[src/rtl/data_memory_responder_if.sv]
// Request/response bundle between the MEM stage and the data memory responder.
// master: the MEM stage, which drives MEMread/MEMwrite/address/data.
// slave : the responder, which returns MEM_result and ready.
interface data_memory_responder_if;
  logic        MEMread;     // read request
  logic        MEMwrite;    // write request (wins when both are high)
  logic [31:0] address;     // byte address
  logic [31:0] data;        // write data
  logic [31:0] MEM_result;  // last completed read value
  logic        ready;       // 0 = access in progress, pipeline frozen

  modport master (
    output MEMread, MEMwrite, address, data,
    input  MEM_result, ready
  );

  modport slave (
    input  MEMread, MEMwrite, address, data,
    output MEM_result, ready
  );
endinterface

[src/rtl/data_memory_responder.sv]
// Data memory responder: services MEM-stage reads/writes against a DEPTH-word array.
// Latency: ready low for WAIT_CYCLES+1 cycles from the cycle a request is seen, high for one DONE cycle.
// Backpressure: ready=0 freezes the pipeline; inputs are latched on acceptance and ignored afterwards.
// Ports: clk, rst (sync, active-high), bus (slave modport: MEMread, MEMwrite, address, data -> MEM_result, ready).
module data_memory_responder #(
  parameter int DEPTH       = 64,    // words stored, power of two, >= 2
  parameter int BASE_ADDR   = 1024,  // byte address of word 0
  parameter int WAIT_CYCLES = 4      // wait states per access, >= 1
) (
  input  logic                      clk,
  input  logic                      rst,
  data_memory_responder_if.slave    bus
);

  localparam int              AW       = $clog2(DEPTH);
  localparam int              CW       = $clog2(WAIT_CYCLES + 1);
  localparam logic [31:0]     BASE     = 32'(BASE_ADDR);
  // Byte span of the array; one bit wider than an address so it cannot wrap.
  localparam logic [32:0]     SPAN     = 33'(4 * DEPTH);
  localparam logic [CW-1:0]   CNT_LOAD = CW'(WAIT_CYCLES - 1);

  typedef enum logic [1:0] {
    IDLE = 2'd0,
    BUSY = 2'd1,
    DONE = 2'd2
  } state_t;

  state_t      state;
  state_t      state_nxt;
  logic [CW-1:0] cnt;

  // Request captured when it is accepted in IDLE.
  logic        lat_wr;
  logic [31:0] lat_addr;
  logic [31:0] lat_data;

  logic [31:0] mem [DEPTH];
  logic [31:0] rd_q;

  logic        req;
  logic        accept;
  logic        fire;
  logic        ready;
  logic [31:0] offset;
  logic        in_range;
  logic [AW-1:0] word_idx;

  assign req    = bus.MEMread | bus.MEMwrite;
  assign accept = (state == IDLE) && req;
  // The access itself happens on the edge that ends the last BUSY cycle.
  assign fire   = (state == BUSY) && (cnt == '0);

  // Address decode on the latched address. The subtraction wraps for
  // addresses below BASE, so the lower bound is checked separately.
  assign offset   = lat_addr - BASE;
  assign in_range = (lat_addr >= BASE) && ({1'b0, offset} < SPAN);
  assign word_idx = offset[AW+1:2];

  // ---------------------------------------------------------------------------
  // FSM: state register
  // ---------------------------------------------------------------------------
  always_ff @(posedge clk) begin
    if (rst) begin
      state <= IDLE;
    end else begin
      state <= state_nxt;
    end
  end

  // ---------------------------------------------------------------------------
  // FSM: next state
  // ---------------------------------------------------------------------------
  always_comb begin
    state_nxt = state;
    case (state)
      IDLE: begin
        if (req) begin
          state_nxt = BUSY;
        end
      end
      BUSY: begin
        if (cnt == '0) begin
          state_nxt = DONE;
        end
      end
      // The pipeline advances on the DONE edge, so the request is not
      // looked at here; a held request is picked up in the next IDLE.
      DONE:    state_nxt = IDLE;
      default: state_nxt = IDLE;
    endcase
  end

  // ---------------------------------------------------------------------------
  // FSM: outputs
  // ---------------------------------------------------------------------------
  always_comb begin
    ready = 1'b0;
    case (state)
      IDLE:    ready = !req;
      DONE:    ready = 1'b1;
      default: ready = 1'b0;
    endcase
  end

  // ---------------------------------------------------------------------------
  // Request latch and wait-state counter
  // ---------------------------------------------------------------------------
  always_ff @(posedge clk) begin
    if (rst) begin
      cnt      <= '0;
      lat_wr   <= 1'b0;
      lat_addr <= '0;
      lat_data <= '0;
    end else if (accept) begin
      // Both requests high is handled as a write.
      lat_wr   <= bus.MEMwrite;
      lat_addr <= bus.address;
      lat_data <= bus.data;
      cnt      <= CNT_LOAD;
    end else if ((state == BUSY) && (cnt != '0)) begin
      cnt <= cnt - CW'(1);
    end
  end

  // ---------------------------------------------------------------------------
  // Storage array. Reset clears every word, which also drops a write that
  // is still counting down.
  // ---------------------------------------------------------------------------
  always_ff @(posedge clk) begin
    if (rst) begin
      for (int i = 0; i < DEPTH; i++) begin
        mem[i] <= '0;
      end
    end else if (fire && lat_wr && in_range) begin
      mem[word_idx] <= lat_data;
    end
  end

  // ---------------------------------------------------------------------------
  // Read result register: only a completed read updates it, so it holds
  // across writes and idle periods.
  // ---------------------------------------------------------------------------
  always_ff @(posedge clk) begin
    if (rst) begin
      rd_q <= '0;
    end else if (fire && !lat_wr) begin
      rd_q <= in_range ? mem[word_idx] : 32'h0;
    end
  end

  assign bus.MEM_result = rd_q;
  assign bus.ready      = ready;

endmodule
[src/flat_wrapper.sv]
// flat-port wrapper written by rule: the top's interface ports become plain ports
module data_memory_responder_flat 
#(
  parameter int DEPTH       = 64,                                       
  parameter int BASE_ADDR   = 1024,                           
  parameter int WAIT_CYCLES = 4                                     
)
  (clk, rst, bus_MEMread, bus_MEMwrite, bus_address, bus_data, bus_MEM_result, bus_ready);
  data_memory_responder_if bus_i ();
  input  logic clk;
  input  logic rst;
  input wire logic [$bits(bus_i.MEMread)-1:0] bus_MEMread;
  input wire logic [$bits(bus_i.MEMwrite)-1:0] bus_MEMwrite;
  input wire logic [$bits(bus_i.address)-1:0] bus_address;
  input wire logic [$bits(bus_i.data)-1:0] bus_data;
  output wire logic [$bits(bus_i.MEM_result)-1:0] bus_MEM_result;
  output wire logic [$bits(bus_i.ready)-1:0] bus_ready;
  assign bus_i.MEMread = bus_MEMread;
  assign bus_i.MEMwrite = bus_MEMwrite;
  assign bus_i.address = bus_address;
  assign bus_i.data = bus_data;
  assign bus_MEM_result = bus_i.MEM_result;
  assign bus_ready = bus_i.ready;
  data_memory_responder #(.DEPTH(DEPTH), .BASE_ADDR(BASE_ADDR), .WAIT_CYCLES(WAIT_CYCLES)) u_core (.clk(clk), .rst(rst), .bus(bus_i));
endmodule
[config.mk]
export PLATFORM = sky130hd
export DESIGN_NAME = data_memory_responder_flat
export DESIGN_NICKNAME = d
export VERILOG_FILES = /design/src/rtl/data_memory_responder_if.sv /design/src/rtl/data_memory_responder.sv /design/src/flat_wrapper.sv
export SDC_FILE = /design/constraint.sdc
export NUM_CORES = 2
export LEC_CHECK = 0
export CORE_ASPECT_RATIO = 0.9
export CORE_MARGIN = 2
export CORE_UTILIZATION = 55
export CTS_CLUSTER_DIAMETER = 40
export DETAILED_ROUTE_END_ITERATION = 16
export PLACE_DENSITY = 0.69
export RECOVER_POWER = 50
export SLEW_MARGIN = 40
export SYNTH_ARGS = -nofsm -noshare
export SYNTH_HDL_FRONTEND = slang
export SYNTH_SLANG_ARGS = --single-unit
export TNS_END_PERCENT = 20
[constraint.sdc]
create_clock -name clk -period 7 [get_ports clk]
set_clock_uncertainty 0.2 [all_clocks]
set_input_delay 1.75 -clock clk [delete_from_list [all_inputs] [get_ports clk]]
set_output_delay 1.75 -clock clk [all_outputs]
set_load 0.1 [all_outputs]
==> impl_metrics.py <==
metrics = {
    "floorplanning": {
        "rows": 142,
        "initial_core_util": 0.555,
        "die_area_um2": 172000,
        "die_h_um": 393,
        "io_pins": 101,
        "core_um2": 167000,
        "fp.dieW_um": 436,
    },
    "yosys": {
        "synth_cells": 7347,
        "synth_edf_count": 2048,
        "syn_avg_cell_area_um2": 12.6,
        "async_flop_share": 0,
        "seq_area_frac_synth": 0.686,
        "syn_nets": 7417,
        "synth-seq-cells": 2148,
        "synth_flop_cell": "edfxtp_1",
        "syn_area_um2": 92500,
        "yosys_warnings": 0,
        "synth.distinct_cells": 70,
    },
    "timing": {
        "drv_slew": 592,
        "post-route-min-period_ps": 6550,
        "final-hold-violation-count": 0,
        "fin_tns_setup_ps": 0,
        "tightest_slew_ps": 2440,
        "period_share": 0.936,
        "finalSetupViolCount": 0,
        "rsz0062_at_grt": "no",
        "maxSlewHeadroom": -0.625,
        "fmax_mhz": 153,
    },
    "global_routing": {
        "grt_util_all_layers": 0.442,
        "first_global_vias": 67000,
        "grt_pass1_wl_mm": 522,
        "antenna_found_initial": 22,
        "grt-ovfl-total": 0,
        "grt_max_degree": 90,
    },
    "setup_path": {
        "crit_slowest_cell": "clkbuf_2",
        "worst_setup_path_end_kind": "flop",
        "crit_chain": "clkbuf_2 -> nand2_1 -> clkbuf_2 -> o221ai_1 -> o21ai_0 -> nand4_1 -> o21ai_0",
        "worst_ep_arrival_time_ps": 7100,
        "max_stage_delay_ps": 1390,
        "cpLargestDelayFamily": "buffers and inverters",
        "crit_required_ps": 7550,
        "critPathBufInv": 2,
        "crit_fanout": 46,
        "worstSetupPathType": "reg2reg",
        "start_kind": "flop",
    },
    "route": {
        "firstDrtPassIters": 10,
        "routed_wl_mm": 382,
        "viasPerCell": 7.26,
        "wl_per_cell_um": 38.8,
        "vias": 71600,
        "drt_iter0_drc": 16000,
        "post-route-drc-count": 0,
        "ant_nets": 0,
    },
    "cts": {
        "clk_pin_slew_ps": 60,
        "numCtsBuffers": 274,
        "hold_buffers": 0,
        "clock_sinks": 2148,
        "clkLatencyLatePin_ps": 970,
        "cts_tree": "yes",
        "clockRootBuffer": "clkbuf_16",
        "postCtsResizedCells": 0,
        "cts_setup_buffers": 0,
        "cts_max_level": 5,
        "ctsLongestPathBuffers": 4,
    },
    "finish": {
        "layout_common_cells": "2172 x nor2_1, 2048 x edfxtp_1, 681 x nand2_1",
        "post-route-util": 0.634,
        "area.growth.synth_to_final_pct": 14.4,
        "seq_area_um2": 63500,
        "final_nets": 7473,
        "final_common_cell": "nor2_1",
        "fill_cells": 12400,
        "multi_input_area_um2": 27200,
        "layout-drive-gt1-share": 0.151,
    },
    "place": {
        "port_buffers": 98,
        "place.gp.congestion": 0.949,
        "place_hpwl_mm": 219,
    },
    "pwr": {
        "p_total_uw": 32200,
        "peakVddDrop_v": 0.000271,
        "p_leak_uw": 0.0342,
        "powerDensity_nw_per_um2": 304,
    },
    "outcome": {
        "outcome": "complete, but fails checks",
        "violations": "capacitance limit, slew limit",
    },
    "worst_hold_path": {
        "hold_path_class": "reg2reg",
    },
    "flow_run": {
        "maxCapViolCount": 19,
    },
}
## final timing paths
path                                                 from                        end  slack, ps  cells past startpoint
worst max-delay path                   u_core.lat_addr[2]   u_core.bus.MEM_result[9]        450                      7
worst min-delay path            u_core.bus.MEM_result[30]  u_core.bus.MEM_result[30]        240                      2
worst max register to register         u_core.lat_addr[2]   u_core.bus.MEM_result[9]        450                      7
worst min register to register  u_core.bus.MEM_result[30]  u_core.bus.MEM_result[30]        240                      2
## where the power goes
part / total (µW) / switching, µW / internal, µW
Sequential: 14700 / 252 / 14500
Combinational: 3440 / 2510 / 931
Clock: 14100 / 5590 / 8460
## per-layer routing
metal,GRT usage,up-vias,wire length (µm)
met5,0.00283,-,286
met4,0.312,30,34400
met3,0.193,1924,73600
met2,0.609,8172,154000
met1,0.559,34500,120000
li1,-,26900,-
## Yosys cell counts, drive strengths merged, types with 6 or more instances
cell type | instances | area, µm²
a22o | 12 | 105
a222oi | 7 | 70.1
nand2b | 9 | 63.8
nor2b | 9 | 63.8
mux4 | 171 | 3850
a221oi | 18 | 158
a21oi | 202 | 1010
edfxtp | 2048 | 61500
inv | 8 | 30.0
o21bai | 64 | 480
nand3 | 19 | 100
clkbuf | 398 | 1500
a221o | 6 | 61.3
and3 | 6 | 37.5
o22a | 8 | 70.1
o22ai | 241 | 1510
a31oi | 7 | 43.8
o31ai | 16 | 125
o221ai | 141 | 1230
nor2 | 2185 | 8200
mux2i | 221 | 2210
nor4 | 10 | 77.6
mux2 | 185 | 2080
a32oi | 10 | 87.6
a2bb2oi | 10 | 87.6
dfxtp | 100 | 2000
a22oi | 67 | 503
o21ai | 148 | 741
nor3 | 20 | 100
buf | 211 | 1050
nand2 | 699 | 2630
a211oi | 26 | 195
## sequential cells by signal, indices dropped and copies added, names as in the netlist
register / cells
u_core.lat_wr: 1
u_core.cnt: 3
u_core.lat_addr: 30
u_core.mem: 2048
u_core.bus.MEM_result: 32
u_core.lat_data: 32
u_core.state: 2
## area by class of cell
cell class / instances / share of cell area
well taps: 2232 / 0.0264
flip-flops and latches: 2148 / 0.601
repair buffers: 389 / 0.0312
diodes: 28 / 0.000662
clock buffers: 330 / 0.0687
clock inverters: 140 / 0.0147
inverters: 9 / 0.000402
multi-input cells: 4581 / 0.257
## worst reg2reg max path: cells and delay by family, from the launching register on
family          cells  cell delay (ps)
simple gates        2             1620
buf+inv             2             2440
flops               1              780
compound gates      3             1330
## per-stage QoR
step / setup WS (ps) / cell area [µm²] / cells / hold slack [ps]
finish: 449 / 106000 / 9857 / 243
global route: 927 / 106000 / 9832 / 273
CTS: 1980 / 106000 / 9824 / 240
detailed placement: 1040 / 97300 / 9354 / 233
global placement: 991 / 97200 / 9346 / 234
floorplan: 1300 / 92500 / 7347 / 236
## cell families after synthesis
family	after synthesis	share of synthesized area
compound gates	1019	0.0734
xor+xnor	2	0.000189
fa+ha+maj	2	0.000270
buf+inv	618	0.0279
flops	2148	0.686
mux	577	0.0881
simple gates	2981	0.124
No activity file was read; power rests on OpenSTA's default activity.
